`src/rtl/multicycle_ctrl.sv`:
```
// Multicycle CPU control FSM: fetch/decode/execute/memory/write-back sequencing with memory wait timeout.
// Optional build macro CTRL_TRAP_EN: unsupported instructions park the FSM in TRAP instead of retiring as NOPs.
module multicycle_ctrl #(
    parameter int WAIT_MAX = 15,
    parameter int ALU_W    = 3
) (
    input  logic             clk,
    input  logic             rst_n,
    input  logic             run,
    input  logic [5:0]       opcode,
    input  logic [5:0]       funct,
    input  logic             zero,
    input  logic             mem_ready,
    output logic             pc_we,
    output logic             ir_we,
    output logic             reg_we,
    output logic             mem_re,
    output logic             mem_we,
    output logic [ALU_W-1:0] alu_sel,
    output logic [1:0]       alu_src_b,
    output logic [1:0]       pc_src,
    output logic [1:0]       reg_dst,
    output logic [1:0]       wb_sel,
    output logic [3:0]       state,
    output logic             instr_done,
    output logic             timeout,
    output logic             illegal
);

    typedef enum logic [3:0] {
        S_FETCH  = 4'd0,
        S_DECODE = 4'd1,
        S_EXEC   = 4'd2,
        S_BRANCH = 4'd3,
        S_JUMP   = 4'd4,
        S_MEM    = 4'd5,
        S_WB     = 4'd6,
        S_TRAP   = 4'd7
    } state_t;

    typedef enum logic [3:0] {
        C_ADD, C_SUB, C_SLT, C_ADDI, C_XORI, C_LW, C_SW,
        C_BEQ, C_BNE, C_J, C_JAL, C_JR, C_BAD
    } cls_t;

    localparam logic [ALU_W-1:0] ALU_ADD = ALU_W'(0);
    localparam logic [ALU_W-1:0] ALU_SUB = ALU_W'(1);
    localparam logic [ALU_W-1:0] ALU_XOR = ALU_W'(2);
    localparam logic [ALU_W-1:0] ALU_SLT = ALU_W'(3);

    state_t     state_reg;
    cls_t       cls_reg;
    cls_t       dec_cls;
    logic [7:0] wait_reg;
    logic       at_limit;

    assign at_limit = (wait_reg == 8'(WAIT_MAX));
    assign state    = state_reg;

    always_comb begin
        dec_cls = C_BAD;
        case (opcode)
            6'h00: begin
                case (funct)
                    6'h20:   dec_cls = C_ADD;
                    6'h22:   dec_cls = C_SUB;
                    6'h2A:   dec_cls = C_SLT;
                    6'h08:   dec_cls = C_JR;
                    default: dec_cls = C_BAD;
                endcase
            end
            6'h08:   dec_cls = C_ADDI;
            6'h0E:   dec_cls = C_XORI;
            6'h23:   dec_cls = C_LW;
            6'h2B:   dec_cls = C_SW;
            6'h04:   dec_cls = C_BEQ;
            6'h05:   dec_cls = C_BNE;
            6'h02:   dec_cls = C_J;
            6'h03:   dec_cls = C_JAL;
            default: dec_cls = C_BAD;
        endcase
    end

    always_ff @(posedge clk) begin
        if (!rst_n) begin
            state_reg <= S_FETCH;
            wait_reg  <= '0;
            cls_reg   <= C_ADD;
        end else begin
            // Counter only survives inside FETCH and MEM; every other state leaves it cleared.
            wait_reg <= '0;
            case (state_reg)
                S_FETCH: begin
                    if (run && !at_limit) begin
                        if (mem_ready)
                            state_reg <= S_DECODE;
                        else
                            wait_reg <= wait_reg + 8'd1;
                    end
                end
                S_DECODE: begin
                    cls_reg <= dec_cls;
                    case (dec_cls)
                        C_BEQ, C_BNE:      state_reg <= S_BRANCH;
                        C_J, C_JAL, C_JR:  state_reg <= S_JUMP;
`ifdef CTRL_TRAP_EN
                        C_BAD:             state_reg <= S_TRAP;
`else
                        C_BAD:             state_reg <= S_FETCH;
`endif
                        default:           state_reg <= S_EXEC;
                    endcase
                end
                S_EXEC: begin
                    if (cls_reg == C_LW || cls_reg == C_SW)
                        state_reg <= S_MEM;
                    else
                        state_reg <= S_WB;
                end
                S_MEM: begin
                    if (at_limit)
                        state_reg <= S_FETCH;
                    else if (mem_ready)
                        state_reg <= (cls_reg == C_LW) ? S_WB : S_FETCH;
                    else
                        wait_reg <= wait_reg + 8'd1;
                end
                S_TRAP:  state_reg <= S_TRAP;
                default: state_reg <= S_FETCH;
            endcase
        end
    end

    always_comb begin
        pc_we      = 1'b0;
        ir_we      = 1'b0;
        reg_we     = 1'b0;
        mem_re     = 1'b0;
        mem_we     = 1'b0;
        alu_sel    = ALU_ADD;
        alu_src_b  = 2'd0;
        pc_src     = 2'd0;
        reg_dst    = 2'd0;
        wb_sel     = 2'd0;
        instr_done = 1'b0;
        timeout    = 1'b0;
        illegal    = 1'b0;
        if (rst_n) begin
            case (state_reg)
                S_FETCH: begin
                    if (run && at_limit) begin
                        timeout = 1'b1;
                    end else if (run) begin
                        mem_re    = 1'b1;
                        alu_src_b = 2'd1;
                        ir_we     = mem_ready;
                        pc_we     = mem_ready;
                    end
                end
                S_DECODE: begin
`ifndef CTRL_TRAP_EN
                    instr_done = (dec_cls == C_BAD);
`endif
                end
                S_EXEC: begin
                    case (cls_reg)
                        C_SUB:              alu_sel = ALU_SUB;
                        C_SLT:              alu_sel = ALU_SLT;
                        C_ADDI, C_LW, C_SW: alu_src_b = 2'd2;
                        C_XORI: begin
                            alu_sel   = ALU_XOR;
                            alu_src_b = 2'd3;
                        end
                        default: ;
                    endcase
                end
                S_MEM: begin
                    if (at_limit) begin
                        timeout = 1'b1;
                    end else begin
                        mem_re     = (cls_reg == C_LW);
                        mem_we     = (cls_reg == C_SW);
                        instr_done = mem_ready && (cls_reg == C_SW);
                    end
                end
                S_WB: begin
                    reg_we     = 1'b1;
                    instr_done = 1'b1;
                    case (cls_reg)
                        C_ADD, C_SUB, C_SLT: reg_dst = 2'd1;
                        C_LW:                wb_sel  = 2'd1;
                        default: ;
                    endcase
                end
                S_BRANCH: begin
                    alu_sel    = ALU_SUB;
                    pc_src     = 2'd1;
                    pc_we      = ((cls_reg == C_BEQ) && zero) || ((cls_reg == C_BNE) && !zero);
                    instr_done = 1'b1;
                end
                S_JUMP: begin
                    pc_we      = 1'b1;
                    pc_src     = (cls_reg == C_JR) ? 2'd3 : 2'd2;
                    instr_done = 1'b1;
                    if (cls_reg == C_JAL) begin
                        reg_we  = 1'b1;
                        reg_dst = 2'd2;
                        wb_sel  = 2'd2;
                    end
                end
                S_TRAP: begin
`ifdef CTRL_TRAP_EN
                    illegal = 1'b1;
`endif
                end
                default: ;
            endcase
        end
    end

endmodule

```
`config.mk`:
```
export PLATFORM = sky130hd
export DESIGN_NAME = multicycle_ctrl
export DESIGN_NICKNAME = d
export VERILOG_FILES = /design/src/rtl/multicycle_ctrl.sv
export SDC_FILE = /design/constraint.sdc
export NUM_CORES = 1
export LEC_CHECK = 0
export CAP_MARGIN = 20
export CORE_MARGIN = 8
export CORE_UTILIZATION = 45
export CTS_BUF_LIST = sky130_fd_sc_hd__clkbuf_16
export DETAILED_ROUTE_END_ITERATION = 8
export GPL_TIMING_DRIVEN = 0
export PLACE_DENSITY = 0.76
export SLEW_MARGIN = 20
export SYNTH_ARGS = -nofsm -noshare
export SYNTH_HDL_FRONTEND = slang
export SYNTH_SLANG_ARGS = --single-unit
```
`constraint.sdc`:
```
create_clock -name clk -period 2.8 [get_ports clk]
set_input_delay 0.7 -clock clk [delete_from_list [all_inputs] [get_ports clk]]
set_output_delay 0.7 -clock clk [all_outputs]
set_load 0.005 [all_outputs]
```
==> impl_metrics.json <==
{
  "cts_tree": "built",
  "r2r_start": "wait_reg[5]$_SDFF_PN0_",
  "reg2reg_depth": 5,
  "max_freq_mhz": 361.6,
  "nets": 256,
  "grt_max_degree": 11,
  "drv_slew": 0,
  "synth.cell_area_mm2": 0.001385,
  "power_frac_comb_pct": 23.5,
  "grt.total_usage_pct": 15.67,
  "dieArea_mm2": 0.005109,
  "antenna_found_initial": 0,
  "cts.clk_slew.worst_paths_ns": 0.05,
  "ys_ff_latch": 15,
  "first_pass_iters": 4,
  "final_common_cell": "nor2_1",
  "clock_skew_ns": 0.001718,
  "grt_pass1_vias": 1499,
  "timing.final.crit_share_pct": 98.77,
  "synth_edf_count": 0,
  "sw_frac_of_total_pct": 27.25,
  "netlist_instances": 197,
  "clk_latency_ns": 0.24,
  "area_growth_syn_to_layout_pct": 45.62,
  "min_path_cells": 1,
  "r2r_end": "state[0]$_SDFFE_PN0P_",
  "largest_reg_flops": 8,
  "yosys.cell_types.count": 51,
  "synth_ff_type": "dfxtp_1",
  "power_frac_clock_pct": 41.0,
  "cts_buffer_depth": 2,
  "io_pins": 40,
  "cts-root-buf": "clkbuf_16",
  "crit_type": "input port to output port",
  "switchingPower_mw": 0.1809,
  "post-synth-top-area-fraction_pct": 21.68,
  "dpl.hpwl_mm": 2.952,
  "vias": 1611,
  "layout_common_cells": "nor2_1 (24), nand2_1 (18), clkdlybuf4s50_1 (18), dfxtp_1 (14), a21oi_1 (10)",
  "min_path_type": "flip-flop to flip-flop",
  "p_int_mw": 0.4830,
  "final_util_pct": 67.17,
  "cp_data_arrival_time_ns": 2.07,
  "routedWlPerCell_um": 15.79,
  "peakVddDrop_mv": 0.2386,
  "gp_congestion": 0.9583,
  "p_total_mw": 0.6639,
  "period_needed_ns": 2.765,
  "maxCapViolations": 0,
  "rows": 20,
  "numCtsBuffers": 3,
  "worstPathMaxFanout": 5,
  "seq_power_share_pct": 35.5,
  "rrSetupSlack_ns": 0.93,
  "die_h_um": 71.48,
  "drtIter0Drc": 236,
  "syn_avg_cell_area_um2": 7.031,
  "die_w_um": 71.48,
  "leakage_nw": 0.7862,
  "ys_warn_count": 0,
  "rsz0062_at_grt": "yes",
  "drtAntennaViolNets": 0,
  "async_flop_share_pct": 0,
  "final-hold-violation-count": 0,
  "p_per_area_mw_per_mm2": 329.2,
  "endpoint_kind": "output port",
  "hold_path_startpoint": "wait_reg[0]$_SDFF_PN0_",
  "holdPathEnd": "wait_reg[0]$_SDFF_PN0_",
  "start_util_pct": 46.12,
  "slew_headroom_pct": 60.72,
  "critPathLaunchType": "input port",
  "crit_required_ns": 2.10,
  "yosysSeqAreaShare_pct": 21.68,
  "yosys.area.top_type": "dfxtp_1",
  "timing.final.setup_violations": 0,
  "place.port_buffers": 32,
  "ys_top_cells_by_area": "dfxtp_1 (22%), nor2_1 (7.0%), nand2_1 (5.7%), xnor2_1 (5.1%), a21oi_1 (4.0%)",
  "via_per_inst": 5.967,
  "drc": 0,
  "overflow": 0,
  "cts_max_level": 1,
  "grt_pass1_wl_mm": 6.672,
  "hold_ws_ns": 0.4562,
  "core_mm2": 0.003003,
  "clock-sinks": 15,
  "timing_worst_slew_pin_value_ns": 0.5743,
  "routed_wl_mm": 4.262,
  "status": "complete, no violations",
  "drive_gt1_share_pct": 24.47,
  "diodes": 0
}
-- final cells by class --
type	instances	area, µm²
multi-input cells	162	1150
well taps	33	41.29
inverters	7	26.28
repair buffers	37	346.6
plain buffers	12	71.32
fillers	276	985.9
flip-flops and latches	15	301.5
clock inverters	1	5.005
clock buffers	3	75.07
-- how the worst max path moves through the flow --
stage / cells after the start / from / endpoint / slack, ns
after floorplan: 6 / opcode[5] / instr_done / 0.16
after global placement: 7 / opcode[1] / instr_done / -0.92
after detailed placement: 7 / opcode[1] / instr_done / -0.91
after CTS: 7 / funct[1] / instr_done / -0.13
after global routing: 6 / funct[5] / instr_done / -0.04
final: 6 / funct[5] / instr_done / 0.03
-- logic make-up after synthesis --
logic type      Yosys count  synth area share [%]
buf+inv                  22                 7.317
xor+xnor                 14                 8.853
flops                    15                 21.68
compound gates           48                 24.03
mux                       1                0.8130
simple gates             95                 36.13
fa+ha+maj                 1                0.9032
other cells               1                0.2707
-- layer usage --
layer  vias to the layer above  GRT usage, %  share of wire [%]
met1                       735         18.66                 44
li1                        781             -                  -
met5                         -             0                  0
met4                         0         9.297                3.2
met3                        14         3.905                6.9
met2                        81         24.80                 46
-- worst max-delay path, stage by stage --
cell,delay (ns)
clkdlybuf4s50_1,0.61
xnor2_2,0.17
a2bb2oi_4,0.09
o31ai_2,0.24
a31oi_1,0.12
buf_2,0.14
-- stage by stage --
stage	TNS [ns]	cell area (µm²)	cells	worst slack, ns
5_1_grt	-0.1462	2017	270	-0.04500
3_5_place_dp	-3.748	1754	264	-0.9087
6_report	0	2017	270	0.03458
3_3_place_gp	-3.672	1754	264	-0.9154
4_1_cts	-0.1264	1943	271	-0.1264
2_1_floorplan	0	1393	199	0.1600
-- power groups by stage --
stage | clock, mW | sequential [mW] | combinational, mW
final | 0.272 | 0.236 | 0.156
after global routing | 0.291 | 0.237 | 0.170
after CTS | 0.279 | 0.227 | 0.155
after floorplan | 0 | 0.230 | 0.0930
after detailed placement | 0 | 0.231 | 0.144
after global placement | 0 | 0.231 | 0.143
-- what timing repair did --
action                                  in CTS  in global routing
endpoints found under the setup margin      15                  8
hold buffers                                 0                  0
cloned                                       0                  0
gates resized for setup                     36                 28
pin swaps                                    6                 10
setup buffers                                3                  2
-- Yosys cell counts (all sizes together), types with 2 or more instances --
library cell   n
nor2          27
nand2         21
dfxtp         15
a21oi         12
o21ai         10
nor3           9
clkbuf         8
xnor2          8
buf            7
inv            7
or3            6
xor2           6
nand2b         5
nor4           5
and3           4
a31oi          3
nand3          3
nand4          3
nor2b          3
o21a           3
o31ai          3
a2111oi        2
a21o           2
a221oi         2
nand3b         2
o22ai          2
or4            2
Power figures use the tool's default switching activity.
